==> src/rtl/mem_ctrl.sv <==
// Byte-serial memory controller: serves IF fetches and MEM loads/stores over one 8-bit RAM port.
// Define MEMCTRL_MISALIGN_CHK_EN to add mem_misalign_o and reject misaligned MEM accesses.
module mem_ctrl #(
  parameter int RAM_ADDR_WIDTH = 17
) (
  input  logic                      clk,
  input  logic                      rst,
  input  logic                      if_req_i,
  input  logic [31:0]               if_addr_i,
  output logic                      if_busy_o,
  output logic                      if_done_o,
  output logic [31:0]               if_inst_o,
  input  logic                      mem_req_i,
  input  logic                      mem_we_i,
  input  logic [1:0]                mem_len_i,
  input  logic                      mem_signed_i,
  input  logic [31:0]               mem_addr_i,
  input  logic [31:0]               mem_wdata_i,
  output logic                      mem_busy_o,
  output logic                      mem_done_o,
  output logic [31:0]               mem_rdata_o,
`ifdef MEMCTRL_MISALIGN_CHK_EN
  output logic                      mem_misalign_o,
`endif
  output logic [RAM_ADDR_WIDTH-1:0] ram_addr_o,
  output logic                      ram_wr_o,
  output logic [7:0]                ram_dout_o,
  input  logic [7:0]                ram_din_i
);

  typedef enum logic [2:0] {
    IDLE,
    IF_RD,
    MEM_RD,
    MEM_WR,
    DONE
  } state_t;

  state_t      state;
  logic [2:0]  count;
  logic [2:0]  n_bytes;
  logic [2:0]  mem_n;
  logic [31:0] cur_addr;
  logic [31:0] next_addr;
  logic [31:0] rbuf;
  logic [31:0] rword;
  logic [31:0] rext;
  logic [23:0] wdata_q;
  logic        sgn_q;

  assign if_busy_o  = if_req_i && !if_done_o;
  assign mem_busy_o = mem_req_i && !mem_done_o;
  assign next_addr  = cur_addr + 32'd1;

  always_comb begin
    case (mem_len_i)
      2'd0:    mem_n = 3'd1;
      2'd1:    mem_n = 3'd2;
      default: mem_n = 3'd4;
    endcase
  end

`ifdef MEMCTRL_MISALIGN_CHK_EN
  logic misaligned;
  assign misaligned = ((mem_len_i == 2'd1) && mem_addr_i[0]) ||
                      (mem_len_i[1] && (mem_addr_i[1:0] != 2'b00));
`endif

  // The RAM byte arriving now belongs to the address issued one cycle earlier (index count-1).
  always_comb begin
    rword = rbuf;
    case (count)
      3'd1:    rword[7:0]   = ram_din_i;
      3'd2:    rword[15:8]  = ram_din_i;
      3'd3:    rword[23:16] = ram_din_i;
      3'd4:    rword[31:24] = ram_din_i;
      default: rword = rbuf;
    endcase
  end

  always_comb begin
    case (n_bytes)
      3'd1:    rext = {{24{sgn_q & rword[7]}}, rword[7:0]};
      3'd2:    rext = {{16{sgn_q & rword[15]}}, rword[15:0]};
      default: rext = rword;
    endcase
  end

  always_ff @(posedge clk) begin
    if (rst) begin
      state       <= IDLE;
      count       <= 3'd0;
      n_bytes     <= 3'd0;
      cur_addr    <= 32'd0;
      rbuf        <= 32'd0;
      wdata_q     <= 24'd0;
      sgn_q       <= 1'b0;
      if_done_o   <= 1'b0;
      if_inst_o   <= 32'd0;
      mem_done_o  <= 1'b0;
      mem_rdata_o <= 32'd0;
      ram_addr_o  <= '0;
      ram_wr_o    <= 1'b0;
      ram_dout_o  <= 8'd0;
`ifdef MEMCTRL_MISALIGN_CHK_EN
      mem_misalign_o <= 1'b0;
`endif
    end else begin
      if_done_o  <= 1'b0;
      mem_done_o <= 1'b0;
      ram_wr_o   <= 1'b0;
`ifdef MEMCTRL_MISALIGN_CHK_EN
      mem_misalign_o <= 1'b0;
`endif
      case (state)
        IDLE: begin
          count <= 3'd0;
          rbuf  <= 32'd0;
          if (mem_req_i) begin
`ifdef MEMCTRL_MISALIGN_CHK_EN
            if (misaligned) begin
              state          <= DONE;
              mem_done_o     <= 1'b1;
              mem_misalign_o <= 1'b1;
              mem_rdata_o    <= 32'd0;
            end else
`endif
            begin
              cur_addr   <= mem_addr_i;
              ram_addr_o <= mem_addr_i[RAM_ADDR_WIDTH-1:0];
              n_bytes    <= mem_n;
              sgn_q      <= mem_signed_i;
              wdata_q    <= mem_wdata_i[31:8];
              if (mem_we_i) begin
                state      <= MEM_WR;
                ram_wr_o   <= 1'b1;
                ram_dout_o <= mem_wdata_i[7:0];
              end else begin
                state <= MEM_RD;
              end
            end
          end else if (if_req_i) begin
            cur_addr   <= if_addr_i;
            ram_addr_o <= if_addr_i[RAM_ADDR_WIDTH-1:0];
            n_bytes    <= 3'd4;
            sgn_q      <= 1'b0;
            state      <= IF_RD;
          end
        end

        // Reads issue N addresses and need one extra cycle to catch the last byte.
        IF_RD, MEM_RD: begin
          rbuf  <= rword;
          count <= count + 3'd1;
          if (count == n_bytes) begin
            state <= DONE;
            if (state == IF_RD) begin
              if_done_o <= 1'b1;
              if_inst_o <= rext;
            end else begin
              mem_done_o  <= 1'b1;
              mem_rdata_o <= rext;
            end
          end else if (count + 3'd1 < n_bytes) begin
            cur_addr   <= next_addr;
            ram_addr_o <= next_addr[RAM_ADDR_WIDTH-1:0];
          end
        end

        MEM_WR: begin
          if (count + 3'd1 == n_bytes) begin
            state      <= DONE;
            mem_done_o <= 1'b1;
          end else begin
            count      <= count + 3'd1;
            cur_addr   <= next_addr;
            ram_addr_o <= next_addr[RAM_ADDR_WIDTH-1:0];
            ram_wr_o   <= 1'b1;
            ram_dout_o <= wdata_q[7:0];
            wdata_q    <= {8'd0, wdata_q[23:8]};
          end
        end

        DONE: state <= IDLE;

        default: state <= IDLE;
      endcase
    end
  end

  // Done pulses are exclusive, only appear in DONE, and the RAM is only written by a store.
  a_done_onehot: assert property (@(posedge clk) disable iff (rst) !(if_done_o && mem_done_o));
  a_done_state:  assert property (@(posedge clk) disable iff (rst) (if_done_o || mem_done_o) |-> state == DONE);
  a_wr_in_store: assert property (@(posedge clk) disable iff (rst) ram_wr_o |-> state == MEM_WR);

endmodule

==> config.mk <==
export PLATFORM = sky130hd
export DESIGN_NAME = mem_ctrl
export DESIGN_NICKNAME = d
export VERILOG_FILES = /design/src/rtl/mem_ctrl.sv
export SDC_FILE = /design/constraint.sdc
export NUM_CORES = 1
export LEC_CHECK = 0
export ABC_AREA = 1
export BUFFER_PORTS_ARGS = -buffer_cell sky130_fd_sc_hd__buf_2
export CAP_MARGIN = 0
export CORE_UTILIZATION = 29
export CTS_BUF_LIST = sky130_fd_sc_hd__clkbuf_16
export DETAILED_ROUTE_END_ITERATION = 12
export PLACE_DENSITY_LB_ADDON = 0.12
export SKIP_CTS_REPAIR_TIMING = 1
export SLEW_MARGIN = 10
export SYNTH_ARGS = -nofsm -noshare
export SYNTH_HDL_FRONTEND = slang
export SYNTH_SLANG_ARGS = --single-unit
export TNS_END_PERCENT = 10
==> constraint.sdc <==
create_clock -name clk -period 2.8 [get_ports clk]
set_input_delay 0.56 -clock clk [delete_from_list [all_inputs] [get_ports clk]]
set_output_delay 0.56 -clock clk [all_outputs]
set_load 0.01 [all_outputs]
==> impl_metrics.py, run 1 <==
metrics = {
    "status": {
        "status": "finished, final reports clean",
    },
    "finish": {
        "fin_util_pct": 36.59,
        "n_fill_cell": 2830,
        "antenna_cells": 0,
        "nets": 1372,
        "fin_area_mm2": 0.009186,
        "drive_gt1_share_pct": 19.94,
        "area.growth.synth_to_final_pct": 24.31,
    },
    "global_route": {
        "grt_pass1_vias": 7001,
        "grt-ovfl-total": 0,
        "grtUsageTotal_pct": 18.34,
        "grt_pass1_wl_um": 37780,
        "antenna_found_initial": 1,
        "grt_max_degree": 75,
    },
    "detailed_routing": {
        "routed_wl_um": 23730,
        "dr.first_iter.drc_count": 501,
        "drtPass1Iterations": 5,
        "via_count": 7357,
        "vias_per_cell": 4.615,
        "wire_per_inst_um": 14.88,
        "antenna_left": 0,
        "route.detailed.drc": 0,
    },
    "critical_path": {
        "crit_start": "count[0]",
        "rr_worst_depth": 12,
        "end_kind": "register",
        "start_kind": "register",
        "crit_type": "reg -> reg",
        "rrSetupSlack_ps": 400,
        "cp.arrival_ps": 2710,
        "crit_fanout": 27,
        "reg2reg_from": "count[0]",
        "critPathCapture": "ram_addr_o[13]",
        "worstReg2RegEnd": "ram_addr_o[13]",
        "cp.required_ps": 3110,
    },
    "placement": {
        "port_buffers": 175,
        "placed_area_mm2": 0.008543,
        "hpwl_um": 16380,
        "pre_cts_ws_ps": 423.5,
        "gp_congestion": 0.8240,
    },
    "logic_synthesis": {
        "ys_types": 35,
        "async_reset_ff_share_pct": 0,
        "ys.flop_type": "dfxtp_1",
        "synth.area.mux_share_pct": 0,
        "syn-cell-area_mm2": 0.007390,
        "ys_ff_latch": 158,
        "synth_compound_area_share_pct": 17.29,
        "synthAdderAreaFrac_pct": 1.524,
        "postSynthAreaPerCell_um2": 6.712,
        "synth_top_family_by_area": "simple AND/OR/NAND/NOR gates",
        "yosysSeqAreaShare_pct": 42.80,
        "synth_edf_count": 0,
        "ys.warnings.count": 0,
        "synthXorXnorAreaFrac_pct": 0.5926,
        "synth-simple-area-share_pct": 30.43,
        "netlist_instances": 1101,
        "synth_nets": 1222,
    },
    "power_and_ir_drop": {
        "power_mw": 9.322,
        "leakagePower_nw": 4.266,
        "pwr-share-comb_pct": 38.6,
        "power_frac_seq_pct": 33.9,
        "intPower_mw": 5.568,
        "clkPwrFrac_pct": 27.5,
        "net-switching-power_mw": 3.754,
        "swShare_pct": 40.27,
        "ir_worst_vdd_uv": 429.4,
        "power.density_mw_per_mm2": 1015,
    },
    "timing": {
        "final_critical_path_setup_slack_ps": 401.2,
        "finalSetupViolations": 0,
        "clock_skew_ps": 11.21,
        "finalMaxSlewViolations": 0,
        "finalSetupTns_ps": 0,
        "fin_crit_sh_pct": 85.67,
        "fmax_mhz": 416.9,
        "rsz0062_at_grt": "no",
        "maxSlewHeadroom_pct": 52.63,
        "hold_viol_final": 0,
        "finalCriticalPeriod_ps": 2399,
        "worstMarginPinSlew_ps": 710.5,
    },
    "clocking": {
        "h-tree-depth": 4,
        "clock_tree.root_cell": "clkbuf_16",
        "cts_tree": "built",
        "clockBufferDepth": 2,
        "clk-insertion-delay-late_ps": 420,
        "cts_buffers": 17,
        "clk_pin_slew_ps": 60,
        "cts_sinks": 158,
    },
    "floorplan": {
        "core_area_mm2": 0.02511,
        "dieArea_mm2": 0.02612,
        "rows": 58,
        "fp.dieH_um": 161.6,
        "ios": 206,
        "initial_core_util_pct": 29.43,
        "die_w_um": 161.6,
    },
    "flow_run": {
        "max_cap_viol_count": 0,
    },
    "min_path": {
        "hold_path_class": "in -> reg",
    },
}
## layout make-up
cell class	count	area (um2)	share of cell area, %
Clock buffer	17	425.4	4.631
Clock inverter	15	217.7	2.370
Inverter	71	266.5	2.901
Multi-Input combinational cell	811	3685	40.11
Sequential cell	158	3163	34.43
Tap cell	330	412.9	4.495
Timing Repair Buffer	192	1016	11.06
## synthesized netlist by cell type (2+ instances only)
cell type	number	share of area, %
nand2_1	296	15
nor2_1	187	9.5
dfxtp_1	158	43
o21ai_0	105	7.1
a21oi_1	85	5.8
inv_1	65	3.3
nand3_1	39	2.6
clkbuf_1	35	1.8
a31oi_1	24	2.0
buf_2	21	1.4
or2_2	12	1.0
o211ai_1	11	1.1
ha_1	9	1.5
o21ai_1	8	0.54
or2_1	6	0.51
inv_2	5	0.25
nand2_2	4	0.34
xor2_1	4	0.47
nor2_4	3	0.46
a211oi_1	2	0.20
and3_1	2	0.17
buf_4	2	0.20
buf_6	2	0.30
nand3_2	2	0.27
nor2_2	2	0.17
nor3_1	2	0.14
o31ai_1	2	0.20
## layout by cell type, fill, tap and decap left out, types with 2 or more instances in the layout
cell type,instances
nor2_1,186
o21ai_0,105
bufinv_16,5
inv_6,2
xor2_1,4
clkinv_4,3
clkbuf_16,17
nor2_4,3
and3_1,2
buf_4,16
inv_2,6
o31ai_1,2
a31oi_1,24
nor2_2,3
nand3_2,2
a211oi_1,2
clkinv_1,3
o211ai_1,11
inv_1,65
dfxtp_1,158
nand2_1,296
nand3_1,39
nand2_2,4
o21ai_1,8
nor3_1,2
or2_2,12
buf_2,175
a21oi_1,85
ha_1,9
or2_1,6
## cell families after synthesis
family,count (synthesis)
buffers and inverters,132
DFF,158
and+or+nand+nor,557
adders and majority gates,9
xor gates and xnor gates,5
AOI/OAI and AO/OA,240
## stage by stage
step	hold slack [ps]	std cells
floorplan	440.0	1101
global placement	445.9	1562
detailed placement	452.5	1562
CTS	370.6	1594
global route	379.4	1594
finish	389.9	1594
## worst min-delay path by stage
stage	from	slack, ps	to	cells past startpoint
after floorplan	rbuf[0]	440	rbuf[0]	2
after global placement	mem_rdata_o[3]	450	mem_rdata_o[3]	2
after detailed placement	if_inst_o[5]	450	if_inst_o[5]	2
after CTS	mem_wdata_i[31]	370	wdata_q[23]	3
after global routing	mem_wdata_i[30]	380	wdata_q[22]	3
final	mem_wdata_i[31]	390	wdata_q[23]	3
## power groups by stage
| stage | Sequential (mW) | Combinational, mW | Clock (mW) |
|---|---|---|---|
| after floorplan | 3.31 | 2.28 | 0 |
| after global routing | 3.23 | 4.09 | 2.73 |
| after detailed placement | 3.21 | 3.61 | 0 |
| after CTS | 3.16 | 3.63 | 2.64 |
| final | 3.16 | 3.60 | 2.57 |
| after global placement | 3.20 | 3.61 | 0 |
## registers in the layout, indices dropped and copies added (netlist names)
name / count
mem_done_o: 1
count: 3
wdata_q: 24
sgn_q: 1
n_bytes: 3
ram_wr_o: 1
ram_dout_o: 8
if_done_o: 1
rbuf: 32
mem_rdata_o: 32
cur_addr: 1
if_inst_o: 32
state: 3
ram_addr_o: 16
## per-layer routing
metal	vias up	global-route usage [%]	wire length, um	part of all wire [%]
li1	3847	-	-	-
met1	3349	25.46	12040	51
met2	150	29.09	10470	44
met3	9	3.980	1083	4.6
met4	2	3.688	129	0.54
met5	-	0	8	0.034
## critical path, cell delays in order (launching register included)
cell     delay (ps)
dfxtp_1         340
ha_1            210
ha_1            290
inv_1            40
ha_1            300
nand3_1         140
o21ai_2         280
nor2_4          110
nand3_2          70
buf_4           300
nand2_1          80
nand2_1          70
nor2_1           40
(Power assumes the default switching activity.)
==> run 2: changes to the inputs <==
--- a/config.mk
+++ b/config.mk
@@ -5,7 +5,6 @@
 export SDC_FILE = /design/constraint.sdc
 export NUM_CORES = 1
 export LEC_CHECK = 0
-export ABC_AREA = 1
 export BUFFER_PORTS_ARGS = -buffer_cell sky130_fd_sc_hd__buf_2
 export CAP_MARGIN = 0
 export CORE_UTILIZATION = 29
==> impl_metrics.py, run 2 <==
metrics = {
    "logic_synthesis": {
        "yosysSeqAreaShare_pct": 43.71,
        "synth.area.mux_share_pct": 9.474,
        "synth_nets": 987,
        "postSynthAreaPerCell_um2": 8.357,
        "ys.warnings.count": 0,
        "ys_top_cells_by_count": "dfxtp_1, nor2_1, nand2_1",
        "synth-simple-area-share_pct": 20.59,
        "synth_top_family_by_area": "simple AND/OR/NAND/NOR gates",
        "ys.flop_type": "dfxtp_1",
        "ys_types": 50,
        "synth_compound_area_share_pct": 19.14,
        "synth.most_common_cell": "dfxtp_1",
        "synth_area_leaders": "dfxtp_1, a211oi_1, nor2_1",
        "netlist_instances": 866,
        "synthXorXnorAreaFrac_pct": 0.4668,
        "ys_ff_latch": 158,
        "synthAdderAreaFrac_pct": 1.556,
        "syn-cell-area_mm2": 0.007237,
        "synth_edf_count": 0,
        "yosysTopAreaCell": "dfxtp_1",
        "async_reset_ff_share_pct": 0,
        "yosys.area.top_type_share_pct": 43.71,
    },
    "clocking": {
        "cts_sinks": 158,
        "cts_buffers": 17,
        "clk_pin_slew_ps": 70,
        "cts_tree": "built",
        "h-tree-depth": 4,
        "clock_tree.root_cell": "clkbuf_16",
        "clk-insertion-delay-late_ps": 440,
        "clockBufferDepth": 2,
    },
    "critical_path": {
        "critPathSlowestCell": "dfxtp_1",
        "max_stage_delay_ps": 360,
        "end_kind": "register",
        "cp.arrival_ps": 2730,
        "worstReg2RegEnd": "ram_addr_o[5]",
        "reg2reg_from": "count[0]",
        "rrSetupSlack_ps": 360,
        "crit_type": "reg -> reg",
        "start_kind": "register",
        "rr_worst_depth": 9,
        "cp_top_family": "adder cells",
        "cpMostUsedCell": "ha_1",
        "crit_chain": "ha_1, ha_1, inv_1, ha_1, nand3_1, o221a_2, and3_2, a21oi_1, a211oi_2",
        "crit_fanout": 17,
        "cp.required_ps": 3090,
        "worst-path-buf-inv": 1,
    },
    "timing": {
        "holdWs_ps": 386.7,
        "clock_skew_ps": 29.54,
        "worstMarginPinSlew_ps": 1067,
        "fin_crit_sh_pct": 87.30,
        "finalCriticalPeriod_ps": 2444,
        "finalSetupViolations": 0,
        "maxSlewHeadroom_pct": 28.38,
        "hold_viol_final": 0,
        "finalMaxSlewViolations": 0,
        "fmax_mhz": 409.1,
        "rsz0062_at_grt": "no",
        "finalSetupTns_ps": 0,
    },
    "min_path": {
        "hold_start": "mem_wdata_i[30]",
        "min_to": "wdata_q[22]",
        "holdPathStages": 3,
        "hold_path_class": "in -> reg",
    },
    "global_route": {
        "grt_pass1_wl_um": 34500,
        "grt-ovfl-total": 0,
        "antenna_found_initial": 5,
        "grt_max_degree": 67,
        "grt_pass1_vias": 6570,
        "grtUsageTotal_pct": 16.89,
    },
    "power_and_ir_drop": {
        "power.density_mw_per_mm2": 1015,
        "power_mw": 9.151,
        "net-switching-power_mw": 3.716,
        "power_frac_seq_pct": 35.7,
        "intPower_mw": 5.435,
        "ir_worst_vdd_uv": 387.3,
        "clkPwrFrac_pct": 26.0,
        "swShare_pct": 40.61,
        "pwr-share-comb_pct": 38.3,
        "leakagePower_nw": 3.704,
    },
    "floorplan": {
        "fp.dieH_um": 160.0,
        "die_w_um": 160.0,
        "rows": 57,
        "initial_core_util_pct": 29.67,
        "ios": 206,
        "dieArea_mm2": 0.02559,
        "core_area_mm2": 0.02439,
    },
    "status": {
        "status": "finished, final reports clean",
    },
    "finish": {
        "layout_commonest_cell": "buf_2",
        "top_regs": "if_inst_o x32, mem_rdata_o x32, rbuf x32",
        "drive_gt1_share_pct": 26.03,
        "stdcell_count": 1348,
        "n_fill_cell": 2593,
        "area.growth.synth_to_final_pct": 24.53,
        "fin_area_mm2": 0.009012,
        "nets": 1130,
        "mostFrequentLayoutCells": "buf_2, dfxtp_1, nor2_1",
    },
    "detailed_routing": {
        "dr.first_iter.drc_count": 417,
        "routed_wl_um": 21230,
        "wire_per_inst_um": 15.75,
        "drtPass1Iterations": 5,
        "antenna_left": 0,
        "vias_per_cell": 4.880,
        "via_count": 6578,
        "route.detailed.drc": 0,
    },
    "placement": {
        "placed_area_mm2": 0.008407,
        "hpwl_um": 14520,
        "port_buffers": 175,
        "gp_congestion": 0.7362,
        "place_inst": 1314,
    },
    "flow_run": {
        "max_cap_viol_count": 0,
    },
}
## run 2: cells by family (layout without fill, tap and decap cells)
family          after synthesis  after routing
compound gates              214            214
xor+xnor                      3              3
buf+inv                      82            238
other cells                   0              2
mux                          66             66
simple gates                334            334
fa+ha+maj                     9              9
flops                       158            158
## run 2: layer usage
layer / vias to the layer above / GRT usage (%) / routed length (um)
met2: 118 / 27.31 / 9936
met3: 10 / 5.403 / 1129
met1: 3084 / 21.86 / 10030
met5: - / 0 / 41
met4: 6 / 3.680 / 94
li1: 3360 / - / -
## run 2: power by group through the flow
| stage | Combinational [mW] | Sequential [mW] | Clock (mW) |
|---|---|---|---|
| after floorplan | 2.31 | 3.40 | 0 |
| after global placement | 3.56 | 3.32 | 0 |
| after detailed placement | 3.55 | 3.32 | 0 |
| after CTS | 3.57 | 3.28 | 2.45 |
| after global routing | 3.93 | 3.36 | 2.56 |
| final | 3.50 | 3.27 | 2.38 |
## run 2: worst max-delay path by stage
| stage | from | endpoint | slack, ps | cells past startpoint |
|---|---|---|---|---|
| 3_3_place_gp | count[0] | ram_addr_o[9] | 110 | 9 |
| 3_5_place_dp | count[0] | ram_addr_o[10] | 100 | 9 |
| 5_1_grt | count[0] | if_inst_o[22] | 120 | 8 |
| 6_report | count[0] | ram_addr_o[5] | 360 | 9 |
| 4_1_cts | count[0] | ram_addr_o[10] | 80 | 9 |
| 2_1_floorplan | count[0] | ram_addr_o[1] | 540 | 11 |
## run 2: metrics by stage
step                      setup WS (ps)  utilization (%)
after floorplan                   542.3                -
after global placement            108.8            34.47
after detailed placement          103.5            34.47
after CTS                         82.24            36.92
after global routing              115.3            36.94
final                             355.7            36.95
## run 2: final cells by class
class	count	area (um2)	share of cell area (%)
Clock buffer	17	425.4	4.720
Sequential cell	158	3163	35.10
Antenna cell	2	5.005	0.05553
Tap cell	324	405.4	4.498
Timing Repair Buffer	197	1094	12.13
Inverter	9	33.78	0.3748
Clock inverter	15	173.9	1.930
Multi-Input combinational cell	626	3712	41.19
## run 2: worst reg2reg max path, stage by stage (launching register included)
cell      delay (ps)
dfxtp_1          360
ha_1             220
ha_1             270
inv_1             50
ha_1             300
nand3_1          160
o221a_2          340
and3_2           350
a21oi_1          210
a211oi_2          60
